File: config.mk
export PLATFORM = sky130hd
export DESIGN_NAME = mem_port_arbiter
export DESIGN_NICKNAME = d
export VERILOG_FILES = /design/src/rtl/mem_port_arbiter.sv
export SDC_FILE = /design/constraint.sdc
export NUM_CORES = 1
export LEC_CHECK = 0
export BUFFER_PORTS_ARGS = -buffer_cell sky130_fd_sc_hd__buf_4
export CORE_MARGIN = 8
export CORE_UTILIZATION = 46
export CTS_CLUSTER_DIAMETER = 120
export DETAILED_ROUTE_END_ITERATION = 6
export PLACE_DENSITY = 0.84
export SKIP_LAST_GASP = 1
export SLEW_MARGIN = 10
export SYNTH_ARGS = -nofsm -noshare
export SYNTH_HDL_FRONTEND = slang
export SYNTH_SLANG_ARGS = --single-unit
File: constraint.sdc
create_clock -name clk -period 1.6 [get_ports clk]
set_input_delay 0.32 -clock clk [delete_from_list [all_inputs] [get_ports clk]]
set_output_delay 0.32 -clock clk [all_outputs]
set_load 0.02 [all_outputs]
File: src/rtl/mem_port_arbiter.sv
// Two-port round-robin arbiter in front of a single-port RAM with a fixed read latency.
// Each requester uses a req/ack handshake; every output is registered.
module mem_port_arbiter #(
    parameter int unsigned ADDR_W = 16,
    parameter int unsigned DATA_W = 16,
    parameter int unsigned RD_LAT = 1
) (
    input  logic              clk,
    input  logic              reset,
    input  logic              a_req,
    input  logic              a_we,
    input  logic [ADDR_W-1:0] a_addr,
    input  logic [DATA_W-1:0] a_wdata,
    output logic              a_ack,
    output logic [DATA_W-1:0] a_rdata,
    input  logic              b_req,
    input  logic              b_we,
    input  logic [ADDR_W-1:0] b_addr,
    input  logic [DATA_W-1:0] b_wdata,
    output logic              b_ack,
    output logic [DATA_W-1:0] b_rdata,
    output logic [ADDR_W-1:0] mem_addr,
    output logic [DATA_W-1:0] mem_wdata,
    output logic              mem_we,
    input  logic [DATA_W-1:0] mem_rdata,
    output logic              busy,
    output logic              owner
);

    localparam int unsigned CNT_W = (RD_LAT > 1) ? $clog2(RD_LAT) : 1;
    localparam logic [CNT_W-1:0] CNT_LAST = CNT_W'(RD_LAT - 1);

    typedef enum logic [1:0] {
        IDLE = 2'd0,
        ACC  = 2'd1,
        LAT  = 2'd2,
        ACK  = 2'd3
    } state_t;

    state_t             state;
    state_t             state_d;
    logic [CNT_W-1:0]   lat_cnt;
    logic [CNT_W-1:0]   lat_cnt_d;
    logic               txn_we;
    logic               txn_we_d;
    logic               last_b;
    logic               last_b_d;
    logic               pick_b;
    logic [ADDR_W-1:0]  mem_addr_d;
    logic [DATA_W-1:0]  mem_wdata_d;
    logic               mem_we_d;
    logic               a_ack_d;
    logic               b_ack_d;
    logic [DATA_W-1:0]  a_rdata_d;
    logic [DATA_W-1:0]  b_rdata_d;
    logic               busy_d;
    logic               owner_d;

    // State register
    always_ff @(posedge clk or negedge reset) begin
        if (!reset) begin
            state <= IDLE;
        end else begin
            state <= state_d;
        end
    end

    // Next state and next values of every registered output
    always_comb begin
        state_d     = state;
        lat_cnt_d   = lat_cnt;
        txn_we_d    = txn_we;
        last_b_d    = last_b;
        mem_addr_d  = mem_addr;
        mem_wdata_d = mem_wdata;
        mem_we_d    = 1'b0;
        a_ack_d     = 1'b0;
        b_ack_d     = 1'b0;
        a_rdata_d   = a_rdata;
        b_rdata_d   = b_rdata;
        owner_d     = owner;
        // B wins if it is alone, or if both ask and A was served last
        pick_b      = b_req & (~a_req | ~last_b);

        unique case (state)
            IDLE: begin
                if (a_req || b_req) begin
                    owner_d     = pick_b;
                    txn_we_d    = pick_b ? b_we    : a_we;
                    mem_addr_d  = pick_b ? b_addr  : a_addr;
                    mem_wdata_d = pick_b ? b_wdata : a_wdata;
                    mem_we_d    = pick_b ? b_we    : a_we;
                    state_d     = ACC;
                end
            end
            ACC: begin
                if (txn_we) begin
                    a_ack_d  = ~owner;
                    b_ack_d  = owner;
                    last_b_d = owner;
                    state_d  = ACK;
                end else begin
                    lat_cnt_d = '0;
                    state_d   = LAT;
                end
            end
            LAT: begin
                if (lat_cnt == CNT_LAST) begin
                    if (owner) begin
                        b_rdata_d = mem_rdata;
                    end else begin
                        a_rdata_d = mem_rdata;
                    end
                    a_ack_d  = ~owner;
                    b_ack_d  = owner;
                    last_b_d = owner;
                    state_d  = ACK;
                end else begin
                    lat_cnt_d = lat_cnt + CNT_W'(1);
                end
            end
            ACK: begin
                state_d = IDLE;
            end
            default: begin
                state_d = IDLE;
            end
        endcase

        busy_d = (state_d != IDLE);
    end

    // Datapath and output registers; last_b resets to B so A wins the first tie
    always_ff @(posedge clk or negedge reset) begin
        if (!reset) begin
            lat_cnt   <= '0;
            txn_we    <= 1'b0;
            last_b    <= 1'b1;
            mem_addr  <= '0;
            mem_wdata <= '0;
            mem_we    <= 1'b0;
            a_ack     <= 1'b0;
            b_ack     <= 1'b0;
            a_rdata   <= '0;
            b_rdata   <= '0;
            busy      <= 1'b0;
            owner     <= 1'b0;
        end else begin
            lat_cnt   <= lat_cnt_d;
            txn_we    <= txn_we_d;
            last_b    <= last_b_d;
            mem_addr  <= mem_addr_d;
            mem_wdata <= mem_wdata_d;
            mem_we    <= mem_we_d;
            a_ack     <= a_ack_d;
            b_ack     <= b_ack_d;
            a_rdata   <= a_rdata_d;
            b_rdata   <= b_rdata_d;
            busy      <= busy_d;
            owner     <= owner_d;
        end
    end

endmodule
==> results of run 1 <==
[repair_timing]
item                                    CTS  global route
endpoints found under the hold margin    32             0
hold buffers                              1             0
endpoints found under the setup margin    0             1
resized for setup                         0             1
[area by class of cell]
cell class	instances	area, µm²
multi-input cells	185	1190
flip-flops and latches	73	1830
clock buffers	10	138
well taps	80	100
repair buffers	164	1310
inverters	2	7.51
clock inverters	6	87.6
fillers	537	2060
[layer usage]
metal  wire length [µm]  global-route usage  up-vias
met5                  0                   0        -
met4                122              0.0629        0
met3                950              0.0733       12
met2               4270               0.290      119
met1               3440               0.214     1253
li1                   -                   -     1251
[power groups by stage]
stage	Clock (mW)	Sequential [mW]	Combinational (mW)
floorplan	0	4.37	2.06
global placement	0	3.33	5.13
detailed placement	0	3.37	5.27
CTS	1.65	3.34	5.28
global route	1.72	3.45	5.62
finish	1.61	3.34	5.21
[registers in the layout (all words and copies together), names as in the netlist, 2 cells and up]
| register | cells |
|---|---|
| mem_wdata | 16 |
| mem_addr | 16 |
| a_rdata | 16 |
| b_rdata | 16 |
| state | 2 |
[critical path: stages, from the launching register on]
cell and delay, ns:
dfrtp_1 0.40, inv_1 0.11, ha_1 0.20, nor2b_2 0.20, buf_12 0.18, mux2_2 0.34
[cell usage after synthesis]
library cell  number  area (µm²)
nand2_2            1        6.26
clkbuf_8           2        27.5
o21a_1             1        7.51
a21boi_4           1        18.8
nor2_1            35         131
buf_4              6        45.0
mux2i_1            3        30.0
nor3_1             1        5.00
a22o_1             1        8.76
buf_6              5        56.3
mux2_4            10         150
or2_2              1        6.26
clkbuf_4           1        7.51
inv_1              2        7.51
nand2_1           33         124
nor3b_1            1        7.51
mux2_2            23         259
a21oi_1           61         305
nor2b_1            1        6.26
buf_2              3        15.0
a21oi_2            6        52.6
dfrtp_1           72        1800
ha_1               4        50.1
o21ai_2            1        8.76
dfstp_2            1        26.3
a21bo_2            1        10.0
[kinds of logic (layout without fill, tap and decap cells)]
kind of cell / after synthesis / count (layout)
multiplexers: 36 / 36
adder cells (fa/ha/maj): 4 / 4
buffers and inverters: 19 / 182
AO/OA/AOI/OAI: 72 / 72
flip-flops: 73 / 73
AND/OR/NAND/NOR: 73 / 73
[final timing paths]
| check | startpoint | to |
|---|---|---|
| max | state[0] | a_rdata[15] |
| min | a_addr[1] | mem_addr[1] |
| max reg2reg | state[0] | a_rdata[15] |
| min reg2reg | b_rdata[4] | b_rdata[4] |
| max in group asynchronous | reset | mem_addr[9] |
| min in group asynchronous | reset | b_rdata[5] |
[per-stage QoR]
stage                     area, µm²  hold WS (ns)  setup slack [ns]   util  setup TNS (ns)
final                          4660         0.219            0.0516  0.694               0
after global routing           4660         0.209          -0.00720  0.694        -0.00889
after CTS                      4660         0.204            0.0617  0.693               0
after detailed placement       4420         0.305            0.0764  0.658               0
after global placement         4420         0.304             0.115  0.658               0
after floorplan                3170        0.0244            0.0925      -               0
==> run_results.csv, run 1 <==
group,metric,value,unit
finish,most-common-layout-cells,"buf_4, dfrtp_1, a21oi_1",
global_route,antenna_found_initial,0,
sta,fin_crit_sh,0.968,
min_path,hold_path_depth,3,
synth,synth_compound_area_frac,0.130,
sta,hold_violations,0,
clock_network,path_clk_slew,0.08,ns
power,intPower,6.21,mW
sta,period_needed,1.55,ns
die,row_count,30,
critical_path,crit_type,"register to register",
detailed_routing,vias_per_cell,5.07,
synth,ys_types,26,
synth,synthCells,277,
power,p_per_area,2180,nW/µm²
global_route,overflow,0,
clock_network,cts-root-buf,"clkbuf_8",
critical_path,critPathRequiredTime,1.82,ns
detailed_routing,wl,8.78,mm
sta,fmax,646,MHz
critical_path,crit_path_start_kind,"register",
synth,synth_adder_area_share,0.0158,
clock_network,clockBufferDepth,2,
clock_network,post_cts_buffers,0,
power,p_clk_frac,0.159,
synth,avgSynthCellArea,11.5,µm²
finish,nets,525,
synth,synth_nets,367,
synth,syn_area,3170,µm²
synth,ys_seq_elements,73,
run,drv_cap,0,
synth,synthMuxAreaShare,0.138,
clock_network,clkSinkCount,73,
sta,worst_pin_slew,0.456,ns
clock_network,worstSkewPairLatency,0.33,ns
finish,area_growth,46.9,%
global_route,grt_pass1_vias,2810,
clock_network,cts_made_buffers,9,
sta,slew_viol_final,0,
finish,mostFrequentLayoutCell,"buf_4",
sta,finalSetupViolCount,0,
critical_path,cp.arrival,1.77,ns
finish,drive_above_1_share,0.514,
sta,slew_headroom,0.696,
global_route,grt_max_degree,41,
global_route,grt_usage,0.181,
outcome,status,"completed",
placement,dp_hpwl,6.78,mm
synth,yosysSeqAreaShare,0.576,
critical_path,cp_max_fo,16,
detailed_routing,final_antenna_net_count,0,
power,swShare,0.389,
die,dieArea,9810,µm²
synth,synth-simple-area-share,0.0903,
detailed_routing,drc_errors,0,
power,p_leak,2.28,nW
power,peakVddDrop,1040,µV
detailed_routing,drt-wirelength-per-cell,16.9,µm
critical_path,r2r_slack,0.05,ns
detailed_routing,first_pass_iters,4,
critical_path,worstRegToRegCells,5,
die,ios,155,
power,power_frac_seq,0.328,
power,power,10.2,mW
synth,yosysWarnings,0,
min_path,hp-class,"primary input to register",
detailed_routing,via_count,2635,
clock_network,cts_tree,"yes",
power,combinationalPowerShare,0.513,
placement,portBuffers,154,
sta,clock_skew,0.0106,ns
finish,fin_cells,520,
synth,synth_xor_area_frac,0,
finish,n_antenna_cell,0,
placement,place_inst,503,
synth,synth_top_family_by_area,"multiplexers",
detailed_routing,first_iter_violations,80,
critical_path,endpoint_kind,"register",
global_route,grt_pass1_wl,14.1,mm
clock_network,cts_htree_levels,3,
die,core_region_area,6720,µm²
placement,globalplace.congestion,0.822,
die,fp.dieH,99.1,µm
die,initial_utilization,0.472,
die,fp.dieW,99.1,µm
power,power_switching,3.95,mW
No activity file was read; power rests on OpenSTA's default activity.
==> run 2, diff against run 1 <==
--- a/config.mk
+++ b/config.mk
@@ -5,12 +5,13 @@
 export SDC_FILE = /design/constraint.sdc
 export NUM_CORES = 1
 export LEC_CHECK = 0
-export BUFFER_PORTS_ARGS = -buffer_cell sky130_fd_sc_hd__buf_4
 export CORE_MARGIN = 8
-export CORE_UTILIZATION = 46
+export CORE_UTILIZATION = 62
 export CTS_CLUSTER_DIAMETER = 120
+export CTS_CLUSTER_SIZE = 20
 export DETAILED_ROUTE_END_ITERATION = 6
-export PLACE_DENSITY = 0.84
+export DONT_BUFFER_PORTS = 1
+export PLACE_DENSITY = 0.82
 export SKIP_LAST_GASP = 1
 export SLEW_MARGIN = 10
 export SYNTH_ARGS = -nofsm -noshare
==> run 2 against run 1 <==
  * Non-clock buffer count shrank 155
  * Via count shrank 21%
  * Sequential cell count is the same
  * Clock power shrank 14%
  * Utilization shrank 0.80 points
  * The flow now finishes with violations (negative hold slack)
  * Wire length shrank 14%
  * Register-to-register slack is essentially flat
  * First-iteration DRC count grew 6.3%
  * Largest cell class unchanged
==> run_results.csv, run 2 (synthesized netlist as in run 1, its figures left out) <==
group,metric,value,unit
outcome,status,"complete, but fails checks",
outcome,violations,"negative hold slack",
detailed_routing,drt-wirelength-per-cell,21.1,µm
sta,slew_headroom,0.439,
clock_network,worstSkewPairLatency,0.33,ns
run,drv_cap,0,
critical_path,crit_path_start_kind,"register",
finish,mostFrequentLayoutCell,"dfrtp_1",
power,p_per_area,2460,nW/µm²
sta,hold-worst-slack,-0.321,ns
detailed_routing,first_iter_violations,85,
critical_path,crit_slowest_cell,"dfrtp_1",
detailed_routing,first_pass_iters,4,
sta,worst_pin_slew,0.836,ns
placement,dp_hpwl,5.38,mm
detailed_routing,drc_errors,0,
min_path,hp-class,"primary input to asynchronous set/reset pin",
die,initial_utilization,0.634,
finish,drive_above_1_share,0.241,
placement,globalplace.congestion,0.781,
critical_path,crit_family,"flip-flops",
clock_network,cts-root-buf,"clkbuf_8",
finish,most-common-layout-cells,"dfrtp_1, a21oi_1, nor2_1",
detailed_routing,vias_per_cell,5.87,
die,row_count,26,
sta,clock_skew,0.00641,ns
sta,fin_tns_setup,0,ns
die,fp.dieH,87.6,µm
critical_path,cp_max_fo,16,
placement,dpl-instance-area,3230,µm²
detailed_routing,wl,7.51,mm
placement,portBuffers,0,
clock_network,clkSinkCount,73,
critical_path,cp_cell_sequence,"inv_1 > ha_1 > nor2b_4 > buf_12 > mux2_2",
critical_path,critPathRequiredTime,1.81,ns
critical_path,slowest_delay,0.40,ns
sta,rsz0062_at_grt,"false",
finish,n_antenna_cell,0,
die,dieArea,7670,µm²
critical_path,crit_type,"register to register",
die,core_region_area,5010,µm²
clock_network,cts_htree_levels,3,
sta,slew_viol_final,0,
die,fp.dieW,87.6,µm
clock_network,path_clk_slew,0.07,ns
global_route,grt_max_degree,74,
finish,final_area,3440,µm²
global_route,grt_pass1_vias,2208,
critical_path,cp.arrival,1.75,ns
sta,period_needed,1.54,ns
finish,nets,371,
clock_network,cts_made_buffers,9,
sta,fmax,649,MHz
critical_path,endpoint_kind,"register",
finish,area_growth,8.24,%
clock_network,cts_tree,"yes",
critical_path,critPathBufInv,2,
sta,hold_violations,73,
sta,fin_crit_sh,0.963,
power,peakVddDrop,1200,µV
detailed_routing,via_count,2090,
clock_network,clockBufferDepth,2,
global_route,grt_usage,0.189,
global_route,grt_pass1_wl,11.2,mm
sta,finalSetupViolCount,0,
global_route,antenna_found_initial,0,
power,p_leak,1.52,nW
die,ios,155,
detailed_routing,final_antenna_net_count,0,
critical_path,r2r_slack,0.06,ns
global_route,overflow,0,
run 2: cell types whose count changed in the layout (fill, tap and decap cells not counted):
cell	change
inv_6	-2
ha_2	-1
buf_4	-152
a21boi_2	+1
nor2b_4	+1
bufinv_16	-1
buf_12	-2
dlygate4sd3_1	-1
nor2b_2	-1
ha_1	+1
clkbuf_1	+3
run 2: routing by layer:
| layer | share of wire | global-route usage |
|---|---|---|
| met1 | 0.39 | 0.210 |
| met2 | 0.47 | 0.304 |
| met3 | 0.13 | 0.0957 |
| met4 | 0.010 | 0.0734 |
| met5 | 0 | 0 |
run 2: where the power goes:
part	internal (mW)	total [mW]	leakage, nW	switching, mW
Combinational	1.31	2.48	0.582	1.17
Clock	0.761	1.38	0.0974	0.618
Sequential	2.79	4.59	0.837	1.80
run 2: cell type report:
type                       count  area (µm²)
fill                         375        1570
clock buffer                  13         149
sequential                    73        1830
multi-input combinational    186        1210
inverter                       2        7.51
tap                           70        87.6
clock inverter                 3        40.0
timing repair buffer           9         118
run 2: final timing paths:
| path | depth (start not counted) | to | from |
|---|---|---|---|
| worst max-delay path | 5 | a_rdata[14] | state[0] |
| worst min-delay path | 0 | a_rdata[0] | reset |
| worst max register to register | 5 | a_rdata[14] | state[0] |
| worst min register to register | 2 | txn_we | txn_we |
| max in group asynchronous | 0 | last_b | reset |
| min in group clk | 2 | mem_wdata[11] | a_wdata[11] |
run 2: through the flow:
stage	utilization	std cells	hold WS, ns	setup slack (ns)	power, mW
CTS	0.683	355	-0.339	0.0251	8.49
global placement	0.645	339	0.0265	0.123	6.94
finish	0.686	356	-0.321	0.0593	8.45
floorplan	-	277	0.0244	0.0925	6.43
global route	0.686	356	-0.346	0.00781	8.96
detailed placement	0.645	339	0.0266	0.0466	7.10
run 2: what timing repair did:
action | CTS | global route
resized for setup | 0 | 1
buffers inserted | 0 | 0
hold endpoints to repair | 73 | 73
setup endpoints to repair | 0 | 18
run 2: worst register-to-register path: stages (launching register included):
cell and delay, ns:
dfrtp_1 0.40, inv_1 0.11, ha_1 0.21, nor2b_4 0.18, buf_12 0.17, mux2_2 0.36
